**src/rtl/game_pkg.sv**
```systemverilog
// Shared types and constants for the game sequencer and its cursor counters.
package game_pkg;

  typedef enum logic [1:0] {
    MENU  = 2'd0,
    CLEAR = 2'd1,
    PLAY  = 2'd2
  } game_state_e;

  localparam int SIZE_MIN   = 2;
  localparam int SIZE_MAX   = 4;
  localparam int SIZE_RESET = 3;
  localparam int CELL_W     = 5;
  localparam int ADDR_W     = 8;
  localparam int POS_W      = 4;

  // Row-major cell index; the largest board (16x16) exactly fills the address space.
  function automatic logic [ADDR_W-1:0] cell_addr(input logic [POS_W-1:0] x,
                                                  input logic [POS_W-1:0] y,
                                                  input logic [4:0]       side);
    return ADDR_W'(y) * ADDR_W'(side) + ADDR_W'(x);
  endfunction

endpackage

```
**src/rtl/game_ctrl_fsm_cursor_wrap_ctr.sv**
```systemverilog
// One cursor axis: wrapping increment/decrement with opposing requests cancelling.
module cursor_wrap_ctr
  import game_pkg::*;
(
  input  logic             clk,
  input  logic             rst,
  input  logic             inc,
  input  logic             dec,
  input  logic             load0,
  input  logic [POS_W-1:0] limit,
  output logic [POS_W-1:0] pos
);

  logic [POS_W-1:0] pos_q;
  logic [POS_W-1:0] pos_d;

  always_comb begin
    pos_d = pos_q;
    if (load0) begin
      pos_d = '0;
    end else if (inc && !dec) begin
      pos_d = (pos_q >= limit) ? '0 : pos_q + 1'b1;
    end else if (dec && !inc) begin
      pos_d = (pos_q == '0) ? limit : pos_q - 1'b1;
    end
  end

  always_ff @(posedge clk) begin
    if (rst) begin
      pos_q <= '0;
    end else begin
      pos_q <= pos_d;
    end
  end

  assign pos = pos_q;

endmodule

```
**src/rtl/game_ctrl_fsm.sv**
```systemverilog
// Game sequencer: board-size menu, cell RAM clear sweep, and play-mode cursor/digit writes.
module game_ctrl_fsm
  import game_pkg::*;
(
  input  logic              clk,
  input  logic              rst,
  input  logic              key_up,
  input  logic              key_down,
  input  logic              key_left,
  input  logic              key_right,
  input  logic              key_enter,
  input  logic              key_esc,
  input  logic              key_digit_valid,
  input  logic [CELL_W-1:0] key_digit,
  output logic              is_game_on,
  output logic [2:0]        board_size,
  output logic [POS_W-1:0]  cursor_x,
  output logic [POS_W-1:0]  cursor_y,
  output logic              mem_we,
  output logic [ADDR_W-1:0] mem_addr,
  output logic [CELL_W-1:0] mem_wdata,
  output logic              clear_busy
);

  localparam logic [2:0] SZ_MIN   = 3'(SIZE_MIN);
  localparam logic [2:0] SZ_MAX   = 3'(SIZE_MAX);
  localparam logic [2:0] SZ_RESET = 3'(SIZE_RESET);

  game_state_e       state_q, state_d;
  logic [2:0]        size_q, size_d;
  logic [8:0]        cnt_q, cnt_d;
  logic              is_game_on_q, is_game_on_d;
  logic              mem_we_q, mem_we_d;
  logic [ADDR_W-1:0] mem_addr_q, mem_addr_d;
  logic [CELL_W-1:0] mem_wdata_q, mem_wdata_d;
  logic              clear_busy_q, clear_busy_d;

  logic [4:0]        side;
  logic [8:0]        cells;
  logic [POS_W-1:0]  limit;
  logic              x_inc, x_dec, y_inc, y_dec, cur_load0;
  logic [POS_W-1:0]  cur_x, cur_y;

  assign side  = 5'(size_q) * 5'(size_q);
  assign cells = 9'(side) * 9'(side);
  assign limit = 4'(side - 5'd1);

  always_comb begin
    state_d      = state_q;
    size_d       = size_q;
    cnt_d        = cnt_q;
    is_game_on_d = 1'b0;
    clear_busy_d = 1'b0;
    mem_we_d     = 1'b0;
    mem_addr_d   = mem_addr_q;
    mem_wdata_d  = mem_wdata_q;
    x_inc        = 1'b0;
    x_dec        = 1'b0;
    y_inc        = 1'b0;
    y_dec        = 1'b0;
    cur_load0    = 1'b0;

    case (state_q)
      MENU: begin
        // Enter issues the first clear write right away, so it lands one cycle later.
        if (key_enter) begin
          state_d      = CLEAR;
          cnt_d        = '0;
          mem_we_d     = 1'b1;
          mem_addr_d   = '0;
          mem_wdata_d  = '0;
          clear_busy_d = 1'b1;
        end else if (key_right && !key_left && size_q < SZ_MAX) begin
          size_d = size_q + 3'd1;
        end else if (key_left && !key_right && size_q > SZ_MIN) begin
          size_d = size_q - 3'd1;
        end
      end

      CLEAR: begin
        // cnt_q is the address currently on the write port.
        if (cnt_q == cells - 9'd1) begin
          state_d      = PLAY;
          is_game_on_d = 1'b1;
          cur_load0    = 1'b1;
        end else begin
          cnt_d        = cnt_q + 9'd1;
          mem_we_d     = 1'b1;
          mem_addr_d   = cnt_d[ADDR_W-1:0];
          mem_wdata_d  = '0;
          clear_busy_d = 1'b1;
        end
      end

      PLAY: begin
        is_game_on_d = 1'b1;
        if (key_esc) begin
          state_d      = MENU;
          is_game_on_d = 1'b0;
        end else if (key_digit_valid && key_digit <= side) begin
          mem_we_d    = 1'b1;
          mem_addr_d  = cell_addr(cur_x, cur_y, side);
          mem_wdata_d = key_digit;
        end else begin
          x_inc = key_right;
          x_dec = key_left;
          y_inc = key_down;
          y_dec = key_up;
        end
      end

      default: begin
        state_d = MENU;
      end
    endcase
  end

  always_ff @(posedge clk) begin
    if (rst) begin
      state_q      <= MENU;
      size_q       <= SZ_RESET;
      cnt_q        <= '0;
      is_game_on_q <= 1'b0;
      mem_we_q     <= 1'b0;
      mem_addr_q   <= '0;
      mem_wdata_q  <= '0;
      clear_busy_q <= 1'b0;
    end else begin
      state_q      <= state_d;
      size_q       <= size_d;
      cnt_q        <= cnt_d;
      is_game_on_q <= is_game_on_d;
      mem_we_q     <= mem_we_d;
      mem_addr_q   <= mem_addr_d;
      mem_wdata_q  <= mem_wdata_d;
      clear_busy_q <= clear_busy_d;
    end
  end

  cursor_wrap_ctr u_cur_x (
    .clk   (clk),
    .rst   (rst),
    .inc   (x_inc),
    .dec   (x_dec),
    .load0 (cur_load0),
    .limit (limit),
    .pos   (cur_x)
  );

  cursor_wrap_ctr u_cur_y (
    .clk   (clk),
    .rst   (rst),
    .inc   (y_inc),
    .dec   (y_dec),
    .load0 (cur_load0),
    .limit (limit),
    .pos   (cur_y)
  );

  assign is_game_on = is_game_on_q;
  assign board_size = size_q;
  assign cursor_x   = cur_x;
  assign cursor_y   = cur_y;
  assign mem_we     = mem_we_q;
  assign mem_addr   = mem_addr_q;
  assign mem_wdata  = mem_wdata_q;
  assign clear_busy = clear_busy_q;

endmodule

```
**config.mk**
```make
export PLATFORM = sky130hd
export DESIGN_NAME = game_ctrl_fsm
export DESIGN_NICKNAME = d
export VERILOG_FILES = /design/src/rtl/game_pkg.sv /design/src/rtl/game_ctrl_fsm_cursor_wrap_ctr.sv /design/src/rtl/game_ctrl_fsm.sv
export SDC_FILE = /design/constraint.sdc
export NUM_CORES = 1
export LEC_CHECK = 0
export BUFFER_PORTS_ARGS = -buffer_cell sky130_fd_sc_hd__buf_4
export CORE_ASPECT_RATIO = 2
export CORE_MARGIN = 5
export CORE_UTILIZATION = 60
export CTS_CLUSTER_DIAMETER = 50
export DETAILED_ROUTE_END_ITERATION = 8
export PLACE_DENSITY_LB_ADDON = 0.15
export RECOVER_POWER = 25
export SLEW_MARGIN = 25
export SYNTH_ARGS = -nofsm -noshare
export SYNTH_HDL_FRONTEND = slang
export SYNTH_SLANG_ARGS = --single-unit
```
**constraint.sdc**
```tcl
create_clock -name clk -period 5.5 [get_ports clk]
set_input_delay 0.275 -clock clk [delete_from_list [all_inputs] [get_ports clk]]
set_output_delay 0.275 -clock clk [all_outputs]
set_load 0.05 [all_outputs]
```
==> results.md <==
* Status: complete, no violations
* Uppermost layer routed: met4
* Cell depth of the worst setup path at 13
* DRT Pass-1 Iters at 5
* Multiplexer share of the synthesized area at around 1.2%
* Critical Path Start: board_size[0]$_SDFFE_PP1P_
* Slew @ Worst Pin at slightly below 0.8 ns
* DRT antenna net count at 0
* Synth Register Bits at 38
* CP required at 5.68 ns
* Sw power at approximately 290 uW
* # fillers at ~500
* Metal2 WL at about 5300 microns
* Post-synth cell types at 66
* Total length of routed wires at roughly 9600 microns
* Worst-Skew Late Latency at just under 0.3 ns
* Synth Area in Compound Gates at between 20% and 30%
* Logic pwr share at between 20% and 30%
* Layout cells sized above 1 at 11.3%
* GPL Wtd Cong at approximately 0.9
* # rows at 39
* Total gr overflow at 0
* Register-to-Register Path Depth at 13
* Seq. cell area at approximately 760 sq um
* Largest net degree at the start of global routing at 32
* Die Wd at between 60 and 70 microns
* Number of diodes at 0
* Minimum clock period at around 4.5 ns
* Sw Ratio at 31.5%
* Critical Path Slowest Stage Cell: fa_1
* Num CTS Buffers at 5
* Largest family of logic cells by synthesized area: simple AND/OR/NAND/NOR gates
* Setup TNS at 0 ns
* Seq/Total Area, Yosys at 21.6%
* Place WS at approximately 1.1 ns
* DIE HEIGHT at ~120 microns
* Clock sink count at 38
* Multi-input logic area at ~0.0026 sq mm
* Synthesis-to-finish area growth at 11.7%
* CTS H-tree depth at 2
* Design internal power at around 630 uW
* Worst-case clock skew at 0.00748 ns
* Final setup viols at 0
* Leak Pwr at 0.00163 uW
* Die ar. at approximately 0.0076 sq mm
* Drt drc at 0
* Vias in the first global route at about 3400
* Synthesis Warnings at 0
* Mapped Cells at 434
* Setup Fix Bufs, Post-CTS at 0
* Post-CTS Resized at 0
* Synth Net Count at approximately 500
* Maxcap violations at 0
* Vias per inst at approximately 6.5
* Number of synthesized flops with an enable pin at 0
* Initial core utilization at around three fifths
* Worst-path cell chain: buf_4 -> and2_1 -> ha_1 -> xnor2_1 -> nor2_1 -> fa_1 -> or4b_4 -> a21o_1 -> a222oi_1 -> o2111ai_2 -> nand2_2 -> nor3_1 -> a31o_2
* Reg2reg setup slack at 1.01 ns
* Pwr/cell area at about 240 mW/mm^2
* # nets final at ~530
* Final Hold Viols at 0
* Syn Area/Cell at between 8 and 9 sq um
* Hold Crit Class: in -> reg
* Core box area at 0.00571 sq mm
* Worst slew margin relative to its limit at between 40% and 50%
* Max Slew Vio Count at 0
* DR WL/cell at between 15 and 20 microns
* Post-Synth Simple-Gate Area at about a quarter
* Asr flop ratio synth at 0%
* Clk root buf: clkbuf_16
* Worst setup SP type: flop
* CTS tree: yes
* IO Port Bufs at 40
* Initial antenna violation count at 0
* Met3 routed WL at between 300 and 400 microns
* Worst Setup EP: mem_addr[0]$_SDFFE_PP0P_
* Ports at 41
* Worst r2r dst: mem_addr[0]$_SDFFE_PP0P_
* Worst vdd ir at roughly 0.00023 V
* CP top delay family: simple AND/OR/NAND/NOR gates
* Fin crit share at about four fifths
* Worst-path fanout max at 24
* Flop pwr share at between 30% and 40%
* RSZ-0062 raised after global routing: false
* Worst-path clk slew at around 0.060 ns
* Post-cts hold buffer count at 0
* Hpwl dp at 7400 microns
* Synth Flop Type: dfxtp_1
* WL met1 at approximately 3400 microns
* Crit. End Element: flop
* Clk buf depth at 2
* Overall Global Routing Usage at 25.6%
* First-pass GRT wire length at between 15000 and 20000 microns
* Worst path max stage delay at 0.54 ns
* Critical path type: reg -> reg
* Area of the mapped netlist at 0.00352 sq mm
* Routed vias at between 3000 and 4000
* Final setup margin at 1.01 ns
* CP Buf/Inv Count at 1
* R2R Path Start: board_size[0]$_SDFFE_PP1P_
* Clock power share at a little over two fifths
* Adder-cell area share of the yosys netlist at a little under 20%
* WP data arrival at approximately 4.7 ns
* Xor/xnor share of the synthesized area at 4.73%
* Initial drt markers at 235
* Max frequency at about 220 MHz
## cell usage after synthesis, types with 3 or more instances
cell type	count	area share (%)
and3_1	6	1.1
and2_1	10	1.8
xnor2_1	14	3.5
nor2b_1	13	2.3
xor2_1	5	1.2
nor3_1	17	2.4
buf_6	3	0.96
ha_1	45	16
dfxtp_1	38	22
a221oi_1	3	0.75
or2_2	3	0.53
fa_1	6	3.4
a21o_1	3	0.64
inv_1	19	2.0
nor3b_1	3	0.64
nor4_1	5	0.89
o311ai_2	5	2.3
o21ai_0	19	2.7
clkbuf_1	13	1.4
nand2b_1	14	2.5
a21oi_1	26	3.7
a31o_2	4	0.99
nand3_1	11	1.6
a31oi_1	7	1.2
a2bb2oi_1	3	0.75
a31o_1	7	1.7
a211oi_1	11	2.3
nor2_1	35	3.7
nand2_1	34	3.6
## metal layers
| layer | global-route usage [%] | up-vias |
|---|---|---|
| li1 | - | 1628 |
| met1 | 25.3 | 1603 |
| met2 | 47.9 | 115 |
| met4 | 15.3 | 0 |
| met3 | 3.89 | 45 |
| met5 | 0 | - |
## layout make-up
class,count,share of cell area (%)
Clock buffer,6,3.53
Clock inverter,2,1.53
Inverter,21,2.00
Multi-Input combinational cell,354,65.4
Sequential cell,38,19.3
Tap cell,61,1.94
Timing Repair Buffer,41,6.30
## power by group through the flow
stage	registers, uW	logic, uW	clock network, uW
after floorplan	315	161	0
final	293	233	398
after CTS	293	233	397
after global placement	299	226	0
after global routing	294	256	406
after detailed placement	299	231	0
## worst min-delay path by stage
stage / slack [ns] / startpoint / cells past startpoint / endpoint
global route: 0.31 / key_digit[4] / 3 / mem_wdata[4]$_SDFFE_PP0P_
detailed placement: 0.46 / mem_wdata[0]$_SDFFE_PP0P_ / 1 / mem_wdata[0]$_SDFFE_PP0P_
CTS: 0.29 / key_digit[4] / 3 / mem_wdata[4]$_SDFFE_PP0P_
finish: 0.29 / key_enter / 3 / state_q[0]$_SDFFE_PP0P_
global placement: 0.46 / mem_addr[5]$_SDFFE_PP0P_ / 1 / mem_addr[5]$_SDFFE_PP0P_
floorplan: 0.44 / key_digit[4] / 2 / mem_wdata[4]$_SDFFE_PP0P_
## cell usage in the layout (no fill, tap or decap), types with 3 or more instances in the layout
cell type,instances
and3_1,6
a221oi_1,3
a2bb2oi_1,3
nor3b_1,3
fa_1,6
a211oi_1,11
nand2_1,34
xor2_1,5
buf_4,25
a21o_1,3
o21ai_0,19
clkbuf_16,5
nor3_1,17
a31oi_1,7
clkbuf_1,16
a31o_2,4
nand3_1,11
xnor2_1,14
nor2_1,35
ha_1,45
a21oi_1,26
nand2b_1,14
or2_2,3
nor2b_1,13
o311ai_2,5
a31o_1,7
nor4_1,5
dfxtp_1,38
inv_1,19
and2_1,10
## state kept, by name (all words and copies together) (netlist names)
register     flops
cnt_q            9
mem_addr         8
mem_wdata        5
u_cur_x.pos      4
u_cur_y.pos      4
board_size       3
state_q          2
clear_busy       1
is_game_on       1
mem_we           1
## worst min-delay path, cell delays in order
cell and delay [ns]:
buf_4 0.12, nor2_1 0.08, nor4_1 0.05
## metrics by stage
stage          cell area [sq um]  instances  util (%)  hold slack [ns]  power [uW]
2_1_floorplan               3520        434         -            0.436         476
3_3_place_gp                3790        515      66.5            0.463         525
3_5_place_dp                3790        515      66.5            0.465         530
4_1_cts                     3990        523      70.0            0.288         923
5_1_grt                     3930        523      68.9            0.307         956
6_report                    3930        523      68.9            0.294         925
## cell families after synthesis
kind of cell,after synthesis
other,1
DFF,38
adders and majority gates,51
buffers and inverters,42
xor gates and xnor gates,19
and+or+nand+nor,165
muxes,4
AOI/OAI and AO/OA,114
Note: power is estimated with default switching activity, not from simulation.
